`config.mk`:
```
export PLATFORM = sky130hd
export DESIGN_NAME = result_monitor
export DESIGN_NICKNAME = d
export VERILOG_FILES = /design/src/rtl/result_monitor_pkg.sv /design/src/rtl/seg_scan.sv /design/src/rtl/result_monitor.sv
export SDC_FILE = /design/constraint.sdc
export NUM_CORES = 1
export LEC_CHECK = 0
export CELL_PAD_IN_SITES_DETAIL_PLACEMENT = 1
export CELL_PAD_IN_SITES_GLOBAL_PLACEMENT = 1
export CORE_ASPECT_RATIO = 0.8
export CORE_UTILIZATION = 30
export CTS_CLUSTER_SIZE = 16
export DETAILED_ROUTE_END_ITERATION = 16
export PLACE_DENSITY_LB_ADDON = 0.1
export SLEW_MARGIN = 15
export SYNTH_ARGS = -nofsm -noshare
export SYNTH_HDL_FRONTEND = slang
export SYNTH_HIERARCHICAL = 1
export SYNTH_SLANG_ARGS = --single-unit
```
`constraint.sdc`:
```
create_clock -name clk_sys -period 6.59 [get_ports clk_sys]
set_clock_uncertainty 0.05 [all_clocks]
set_input_delay 0.659 -clock clk_sys [delete_from_list [all_inputs] [get_ports clk_sys]]
set_output_delay 0.659 -clock clk_sys [all_outputs]
set_load 0.01 [all_outputs]
```
`src/rtl/result_monitor_pkg.sv`:
```
// Shared types and constants for the result monitor.
// Holds the FSM states, the hex-to-7-segment table and counter limits.
package result_monitor_pkg;

    typedef enum logic [1:0] {
        S_IDLE    = 2'd0,
        S_COMPARE = 2'd1,
        S_ACCUM   = 2'd2
    } state_e;

    localparam logic [15:0] ERR_MAX  = 16'hFFFF;
    localparam logic [15:0] FRM_MAX  = 16'hFFFF;
    localparam logic [7:0]  DROP_MAX = 8'hFF;

    // Active-low {dp,g,f,e,d,c,b,a}; entry 0 is the rightmost literal.
    localparam logic [15:0][7:0] SEG_LUT = {
        8'h8E, 8'h86, 8'hA1, 8'hC6,
        8'h83, 8'h88, 8'h90, 8'h80,
        8'hF8, 8'h82, 8'h92, 8'h99,
        8'hB0, 8'hA4, 8'hF9, 8'hC0
    };

    function automatic logic [3:0] popcount8(input logic [7:0] v);
        logic [3:0] n;
        n = '0;
        for (int i = 0; i < 8; i++) begin
            n = n + {3'b000, v[i]};
        end
        return n;
    endfunction

endpackage

```
`src/rtl/seg_scan.sv`:
```
// Four-digit multiplexed hex display scanner.
// seg and an are registered so both follow the digit index edge.
module seg_scan
    import result_monitor_pkg::*;
#(
    parameter int SCAN_DIV = 1 << 16
) (
    input  logic        clk_sys,
    input  logic        reset,
    input  logic [15:0] value,
    output logic [7:0]  seg,
    output logic [3:0]  an
);

    localparam int CW = $clog2(SCAN_DIV);

    logic [CW-1:0] cnt_q;
    logic [1:0]    dig_q;
    logic [1:0]    dig_d;
    logic [3:0]    nib;
    logic [7:0]    seg_q;
    logic [3:0]    an_q;

    // Advance the digit when the divider wraps; pick its nibble.
    always_comb begin
        dig_d = dig_q;
        if (&cnt_q) begin
            dig_d = dig_q + 2'd1;
        end
        nib = value[3:0];
        unique case (dig_d)
            2'd0: nib = value[3:0];
            2'd1: nib = value[7:4];
            2'd2: nib = value[11:8];
            2'd3: nib = value[15:12];
            default: nib = value[3:0];
        endcase
    end

    // Divider, digit index and registered display outputs.
    always_ff @(posedge clk_sys) begin
        if (reset) begin
            cnt_q <= '0;
            dig_q <= 2'd0;
            seg_q <= SEG_LUT[0];
            an_q  <= 4'b1110;
        end else begin
            cnt_q <= cnt_q + CW'(1);
            dig_q <= dig_d;
            seg_q <= SEG_LUT[nib];
            an_q  <= ~(4'b0001 << dig_d);
        end
    end

    assign seg = seg_q;
    assign an  = an_q;

endmodule

```
`src/rtl/result_monitor.sv`:
```
// Compares sent and received bytes, accumulating bit-error statistics.
// Three-state pipeline: latch, XOR/popcount, accumulate.
module result_monitor
    import result_monitor_pkg::*;
#(
    parameter int SCAN_DIV = 1 << 16
) (
    input  logic        clk_sys,
    input  logic        reset,
    input  logic [7:0]  sent_seq,
    input  logic [7:0]  recv_seq,
    input  logic        recv_valid,
    input  logic        clear,
    output logic        busy,
    output logic        frame_done,
    output logic [3:0]  err_bits,
    output logic        match,
    output logic [15:0] err_total,
    output logic [15:0] frame_cnt,
    output logic [7:0]  drop_cnt,
    output logic [7:0]  seg,
    output logic [3:0]  an
);

    state_e      state_q;
    state_e      state_d;
    logic [7:0]  sent_q;
    logic [7:0]  recv_q;
    logic [7:0]  diff_q;
    logic [3:0]  pop_q;
    logic        done_q;
    logic [3:0]  errb_q;
    logic        match_q;
    logic [15:0] tot_q;
    logic [15:0] tot_d;
    logic [15:0] frm_q;
    logic [15:0] frm_d;
    logic [7:0]  drp_q;
    logic [7:0]  drp_d;
    logic [16:0] sum;

    // Next-state logic: a strobe starts a frame, the rest is fixed.
    always_comb begin
        state_d = state_q;
        unique case (state_q)
            S_IDLE:    if (recv_valid) state_d = S_COMPARE;
            S_COMPARE: state_d = S_ACCUM;
            S_ACCUM:   state_d = S_IDLE;
            default:   state_d = S_IDLE;
        endcase
    end

    // Saturating counters; clear overrides any same-cycle increment.
    always_comb begin
        sum   = {1'b0, tot_q} + {13'd0, pop_q};
        tot_d = tot_q;
        frm_d = frm_q;
        drp_d = drp_q;
        if (state_q == S_ACCUM) begin
            tot_d = sum[16] ? ERR_MAX : sum[15:0];
            if (frm_q != FRM_MAX) begin
                frm_d = frm_q + 16'd1;
            end
        end
        if (recv_valid && (state_q != S_IDLE) && (drp_q != DROP_MAX)) begin
            drp_d = drp_q + 8'd1;
        end
        if (clear) begin
            tot_d = '0;
            frm_d = '0;
            drp_d = '0;
        end
    end

    // State, frame pipeline and result registers.
    always_ff @(posedge clk_sys) begin
        if (reset) begin
            state_q <= S_IDLE;
            sent_q  <= '0;
            recv_q  <= '0;
            diff_q  <= '0;
            pop_q   <= '0;
            done_q  <= 1'b0;
            errb_q  <= '0;
            match_q <= 1'b0;
            tot_q   <= '0;
            frm_q   <= '0;
            drp_q   <= '0;
        end else begin
            state_q <= state_d;
            if ((state_q == S_IDLE) && recv_valid) begin
                sent_q <= sent_seq;
                recv_q <= recv_seq;
            end
            if (state_q == S_COMPARE) begin
                diff_q <= sent_q ^ recv_q;
                pop_q  <= popcount8(sent_q ^ recv_q);
            end
            done_q <= (state_q == S_ACCUM);
            if (state_q == S_ACCUM) begin
                errb_q  <= pop_q;
                match_q <= (diff_q == 8'd0);
            end
            tot_q <= tot_d;
            frm_q <= frm_d;
            drp_q <= drp_d;
        end
    end

    assign busy       = (state_q != S_IDLE);
    assign frame_done = done_q;
    assign err_bits   = errb_q;
    assign match      = match_q;
    assign err_total  = tot_q;
    assign frame_cnt  = frm_q;
    assign drop_cnt   = drp_q;

    seg_scan #(
        .SCAN_DIV(SCAN_DIV)
    ) u_scan (
        .clk_sys(clk_sys),
        .reset  (reset),
        .value  (tot_q),
        .seg    (seg),
        .an     (an)
    );

endmodule

```
== Word level (Yosys, flattened, before mapping) ==
Memories as Yosys holds them, arrays and structs flattened. A register that Yosys moved wholly into a read port is not among the register bits.
Index checks and enable logic that the tools add are counted.
Cells by class
  add/subtract/negate cells: 12
  equal/unequal tests: 8
  shift operators: 1
  multiplexer cells: 5
  bitwise operators: 2
  reductions and logical operators: 10
Operators by type and width (count)
  adder 16 x 1 -> 16 bit, second input constant: 2
  adder 16 x 4 -> 17 bit: 1
  adder 4 x 1 -> 4 bit: 4
  two-way mux 16 bit: 1
  inequality test 16 bit, second input constant: 1
  case mux 4 bit (4 select lines): 1
  AND reduction 16 bit: 1
  adder 8 x 1 -> 8 bit, second input constant: 1
  zero test 8 bit: 1
  inequality test 8 bit, second input constant: 1
  XOR 8 bit: 1
  equality test 2 bit, second input constant: 3
  adder 3 x 1 -> 4 bit: 1
  equality test 2 x 1 -> 1 bit, second input constant: 2
  zero test 2 bit: 2
  two-way mux 2 bit: 2
  NOT 4 bit: 1
  case mux 2 bit (2 select lines): 1
  << shifter 1 x 2 -> 4 bit, first input constant: 1
  adder 2 x 1 -> 3 bit: 1
  logical AND 1 bit: 3
  adder 1 x 1 -> 2 bit: 1
  adder 2 x 1 -> 2 bit, second input constant: 1
  inequality test 2 bit, second input constant: 1
  3 further kinds: 3
Word-level totals
  register bits: 98
  ROM bits: 128
  logic and storage cells: 53
  memories: 1
Memory list
  (no name shown): words 16, width 8, rd ports 1, clocked after memory_dff 1, wr ports 0, line seg_scan.sv:50  | seg_q <= SEG_LUT[nib];

== Longest topological paths before layout ==
  depth after elaboration: 8
  mapped depth: 13

== Cells and area by module ==
The synthesis kept the hierarchy.
Modules (own cells, without submodules)
  result_monitor: instances 1, cells an instance 406, area an instance 3449.6 µm², sequential area each 1521.5 µm²
  seg_scan: instances 1, cells an instance 184, area an instance 1579.0 µm², sequential area each 580.6 µm²

== Worst setup path before layout ==
Ideal clock, no wire load.
  kind: register to register
  from: reg recv_q[1]
  to: reg pop_q[2]
  setup time: 0.070 ns
  data arrival time: 2.957 ns
  required time: 6.470 ns
  slack: 3.513 ns
  stages on the path, launching flop included: 12
  buffers on the path: 0
  clock period less this slack: 3.077 ns
  path through: dfxtp_1 -> xnor2_1 -> fa_1 -> inv_1 -> fa_1 -> fa_1 -> ha_1 -> inv_1 -> fa_1 -> xnor2_1 -> nand2_1 -> a21oi_1
Between the ends
  cells in the longest elaborated chain, start to end: 8
RTL lines
  start, declared: line result_monitor.sv:28  | logic [7:0] recv_q;
  start signal, assigned: line result_monitor.sv:93  | recv_q <= recv_seq;
  XOR 8 bit: line result_monitor.sv:97  | pop_q <= popcount8(sent_q ^ recv_q);
  adder 1 x 1 -> 2 bit: line result_monitor_pkg.sv:27  | n = n + {3'b000, v[i]};
  adder 2 x 1 -> 3 bit: line result_monitor_pkg.sv:27
  adder 3 x 1 -> 4 bit: line result_monitor_pkg.sv:27
  adder 4 x 1 -> 4 bit (4 in a row): line result_monitor_pkg.sv:27
  end signal, assigned: line result_monitor.sv:97
  end, declared: line result_monitor.sv:30  | logic [3:0] pop_q;
No other way between the ends.
A chain may end at the register's enable or synchronous reset.

== Final worst setup path ==
Same ends and word-level chain as after synthesis.

==> impl_metrics.sql <==
INSERT INTO impl_metrics (metric_group, metric, value, unit) VALUES
('placement', 'detailedPlacementHpwl', '9140', 'um'),
('global_route', 'first_global_vias', '4425', ''),
('sta', 'finalHoldViolations', '0', ''),
('placement', 'io_buffer_count', '77', ''),
('clock_network', 'post-cts-setup-buffers', '0', ''),
('placement', 'pre_cts_ws', '3.33', 'ns'),
('sta', 'postLayoutSetupSlackWorst', '3.34', 'ns'),
('synthesis', 'ys.flop_type', 'sky130_fd_sc_hd__dfxtp_1', ''),
('sta', 'setup_viol', '0', ''),
('critical_path', 'critical_path.slowest_cell', 'sky130_fd_sc_hd__fa_1', ''),
('critical_path', 'critical_path_class', 'reg -> reg', ''),
('synthesis', 'post_synth_inst_count', '590', ''),
('critical_path', 'critical_path.most_common_cell', 'sky130_fd_sc_hd__fa_1', ''),
('routing', 'drc', '0', ''),
('critical_path', 'depth_of_the_most_critical_reg_to_reg_path', '11', ''),
('global_route', 'remaining_overflow_grt', '0', ''),
('pwr', 'static-leakage-power', '2.16', 'nW'),
('critical_path', 'critical_path_required', '6.81', 'ns'),
('floorplan', 'placeableCoreArea', '0.0161', 'mm^2'),
('routing', 'average_wire_per_cell_in_the_routed_design', '14.5', 'um'),
('routing', 'detail-route-antenna-nets', '0', ''),
('critical_path', 'critical_path.cell_chain', 'xnor2_1 > fa_1 > inv_1 > fa_1 > fa_1 > ha_1 > inv_1 > fa_1 > xnor2_1 > nand2_1 > a21oi_1', ''),
('critical_path', 'cp_capture_type', 'flip-flop', ''),
('sta', 'rsz0062_at_grt', 'no', ''),
('critical_path', 'delay_contributed_by_the_slowest_stage_of_the_critical_path', '0.56', 'ns'),
('sta', 'achievable_freq', '308', 'MHz'),
('floorplan', 'floorplan.initialDensity', '31.3', '%'),
('routing', 'drt_iter0_markers', '187', ''),
('routing', 'avgViaCountPerCell', '4.83', ''),
('pwr', 'max-vdd-ir-drop', '118', 'uV'),
('critical_path', 'cp_top_family', 'adder cells', ''),
('critical_path', 'r2r-end', 'pop_q[2]', ''),
('synthesis', 'synth_seq_cells', '105', ''),
('synthesis', 'ys_warn_count', '6', ''),
('floorplan', 'die_y', '118', 'um'),
('sta', 'final_period_minus_worst_setup_slack', '3.25', 'ns'),
('floorplan', 'floorplan.die.width', '147', 'um'),
('sta', 'setup_total_negative_slack', '0', 'ns'),
('clock_network', 'cts_tree', 'yes', ''),
('run', 'cap_viol_max_count', '0', ''),
('final_layout', 'layout.core_utilization', '38.9', '%'),
('routing', 'num_vias', '4209', ''),
('synthesis', 'edff_count_synth', '0', ''),
('clock_network', 'clk_pin_slew', '0.07', 'ns'),
('global_route', 'grt_antenna_before_repair', '0', ''),
('clock_network', 'clock_path_buffers', '2', ''),
('synthesis', 'ys_types', '51', ''),
('clock_network', 'clock_tree.htree_level_count', '3', ''),
('critical_path', 'r2r-start', 'recv_q[1]', ''),
('sta', 'drv_slew', '0', ''),
('pwr', 'power_density', '217', 'mW/mm^2'),
('run_status', 'outcome', 'complete, no violations', ''),
('floorplan', 'row_count', '41', ''),
('clock_network', 'worst_skew_pair_latency', '0.35', 'ns'),
('clock_network', 'cts_root_buf', 'sky130_fd_sc_hd__clkbuf_16', ''),
('critical_path', 'setup.worst_path.start', 'recv_q[1]', ''),
('clock_network', 'post_cts_resized', '0', ''),
('global_route', 'grt_max_degree', '67', ''),
('synthesis', 'mappedNetlistArea', '0.00503', 'mm^2'),
('clock_network', 'clock-sinks', '105', ''),
('min_path', 'timing.hold.worst.class', 'reg -> reg', ''),
('final_layout', 'finalNonFillerCells', '871', ''),
('critical_path', 'worst-path-buf-inv', '2', ''),
('critical_path', 'timing.critical_path.to', 'pop_q[2]', ''),
('routing', 'drt_pass1_iterations', '4', ''),
('critical_path', 'arrival_time_of_the_worst_setup_path', '3.47', 'ns'),
('final_layout', 'antenna_cells_inserted', '0', ''),
('sta', 'final.period_utilization', '49.3', '%'),
('synthesis', 'postSynthAreaPerCell', '8.52', 'um^2'),
('final_layout', 'area_growth', '24.4', '%'),
('floorplan', 'die_area', '0.0173', 'mm^2');
layer usage:
metal / track usage [%] / vias up / routed length [um]
met5: 0 / - / 0
met4: 4.88 / 0 / 144
met3: 3.06 / 12 / 308
met2: 26.5 / 59 / 5990
met1: 19.5 / 1996 / 6180
li1: - / 2142 / -
worst min-delay path by stage:
stage | from | end | slack [ns] | cells past startpoint
after floorplan | u_scan/cnt_q[0] | u_scan/cnt_q[0] | 0.38 | 1
after global placement | u_scan/cnt_q[0] | u_scan/cnt_q[0] | 0.39 | 1
after detailed placement | u_scan/cnt_q[0] | u_scan/cnt_q[0] | 0.40 | 1
after CTS | u_scan/cnt_q[0] | u_scan/cnt_q[0] | 0.42 | 1
after global routing | recv_q[6] | recv_q[6] | 0.44 | 2
final | u_scan/cnt_q[0] | u_scan/cnt_q[0] | 0.41 | 1
sequential cells by signal, indices dropped and copies added, names as in the netlist, 7 cells and up:
signal        flops
sent_q            8
err_total        16
u_scan/seg        7
frame_cnt        16
diff_q            8
recv_q            8
drop_cnt          8
u_scan/cnt_q     16
synth_stat cells, types with 5 or more instances:
| master | n | area (um^2) |
|---|---|---|
| sky130_fd_sc_hd__dfxtp_1 | 105 | 2100 |
| sky130_fd_sc_hd__nand2_1 | 81 | 304 |
| sky130_fd_sc_hd__nor2_1 | 77 | 289 |
| sky130_fd_sc_hd__a21oi_1 | 46 | 230 |
| sky130_fd_sc_hd__xnor2_1 | 28 | 245 |
| sky130_fd_sc_hd__nor3_1 | 22 | 110 |
| sky130_fd_sc_hd__clkbuf_1 | 21 | 78.8 |
| sky130_fd_sc_hd__nand3_1 | 21 | 105 |
| sky130_fd_sc_hd__xor2_1 | 20 | 175 |
| sky130_fd_sc_hd__ha_1 | 16 | 200 |
| sky130_fd_sc_hd__mux2i_1 | 16 | 160 |
| sky130_fd_sc_hd__nand4_1 | 15 | 93.8 |
| sky130_fd_sc_hd__o21ai_0 | 14 | 70.1 |
| sky130_fd_sc_hd__inv_1 | 13 | 48.8 |
| sky130_fd_sc_hd__or3_1 | 8 | 50.1 |
| sky130_fd_sc_hd__a211oi_1 | 7 | 52.6 |
| sky130_fd_sc_hd__and2_1 | 6 | 37.5 |
| sky130_fd_sc_hd__nand2b_1 | 6 | 37.5 |
| sky130_fd_sc_hd__nor4_1 | 6 | 37.5 |
| sky130_fd_sc_hd__a31oi_1 | 5 | 31.3 |
| sky130_fd_sc_hd__fa_1 | 5 | 100 |
kinds of logic (layout without fill, tap and decap cells):
kind of cell               count (synthesis)  count (layout)  share of synthesized area, %
adders and majority gates                 21              21                          5.97
and+or+nand+nor                          264             264                          25.0
buffers and inverters                     41             107                          3.56
other                                      1               1                        0.0746
AOI/OAI and AO/OA                         91              91                          11.1
xor gates and xnor gates                  48              48                          8.36
muxes                                     19              19                          4.08
DFF                                      105             105                          41.8
report_power, final:
group	switching, mW	total, mW	internal, mW	leakage (nW)
clock network	0.239	0.572	0.333	0.146
logic	0.0682	0.120	0.0517	1.17
registers	0.0119	0.662	0.650	0.851
total	0.320	1.35	1.03	2.16
cell usage in the layout, fill, tap and decap left out, types with 3 or more instances in the layout:
master	n
sky130_fd_sc_hd__nor4_1	6
sky130_fd_sc_hd__nand3_1	21
sky130_fd_sc_hd__a31oi_1	5
sky130_fd_sc_hd__or3_1	8
sky130_fd_sc_hd__clkdlybuf4s50_1	76
sky130_fd_sc_hd__a21oi_1	46
sky130_fd_sc_hd__nor2_1	77
sky130_fd_sc_hd__a211o_1	3
sky130_fd_sc_hd__xnor2_1	28
sky130_fd_sc_hd__o2111ai_1	3
sky130_fd_sc_hd__o21ai_0	14
sky130_fd_sc_hd__ha_1	16
sky130_fd_sc_hd__nand2b_1	6
sky130_fd_sc_hd__nor3b_1	3
sky130_fd_sc_hd__fa_1	5
sky130_fd_sc_hd__and2_1	6
sky130_fd_sc_hd__mux2i_1	16
sky130_fd_sc_hd__clkbuf_16	9
sky130_fd_sc_hd__xor2_1	20
sky130_fd_sc_hd__and3_1	4
sky130_fd_sc_hd__a211oi_1	7
sky130_fd_sc_hd__o221a_2	3
sky130_fd_sc_hd__dfxtp_1	105
sky130_fd_sc_hd__nor2b_1	4
sky130_fd_sc_hd__inv_1	13
sky130_fd_sc_hd__nor3_1	22
sky130_fd_sc_hd__nand2_1	81
sky130_fd_sc_hd__nand4_1	15
worst reg2reg max path: stages (launching register included):
cell and delay (ns):
sky130_fd_sc_hd__dfxtp_1 0.32, sky130_fd_sc_hd__xnor2_1 0.17, sky130_fd_sc_hd__fa_1 0.55, sky130_fd_sc_hd__inv_1 0.06, sky130_fd_sc_hd__fa_1 0.50, sky130_fd_sc_hd__fa_1 0.56
sky130_fd_sc_hd__ha_1 0.16, sky130_fd_sc_hd__inv_1 0.05, sky130_fd_sc_hd__fa_1 0.37, sky130_fd_sc_hd__xnor2_1 0.15, sky130_fd_sc_hd__nand2_1 0.07, sky130_fd_sc_hd__a21oi_1 0.16
final cells by class:
cell class	count	area [um^2]	share of cell area [%]
Timing Repair Buffer	78	773	12.4
Tap cell	215	269	4.30
Clock buffer	11	233	3.72
Multi-Input combinational cell	444	2750	43.9
Sequential cell	105	2100	33.6
Clock inverter	5	80.1	1.28
Inverter	13	48.8	0.780
stage by stage:
stage / instance area (um^2) / total power [mW] / hold slack (ns)
2_1_floorplan: 5030 / 0.758 / 0.380
5_1_grt: 6250 / 1.42 / 0.436
3_5_place_dp: 5940 / 0.800 / 0.403
4_1_cts: 6250 / 1.38 / 0.420
3_3_place_gp: 5940 / 0.796 / 0.392
6_report: 6250 / 1.35 / 0.415
Note: power is estimated with default switching activity, not from simulation.
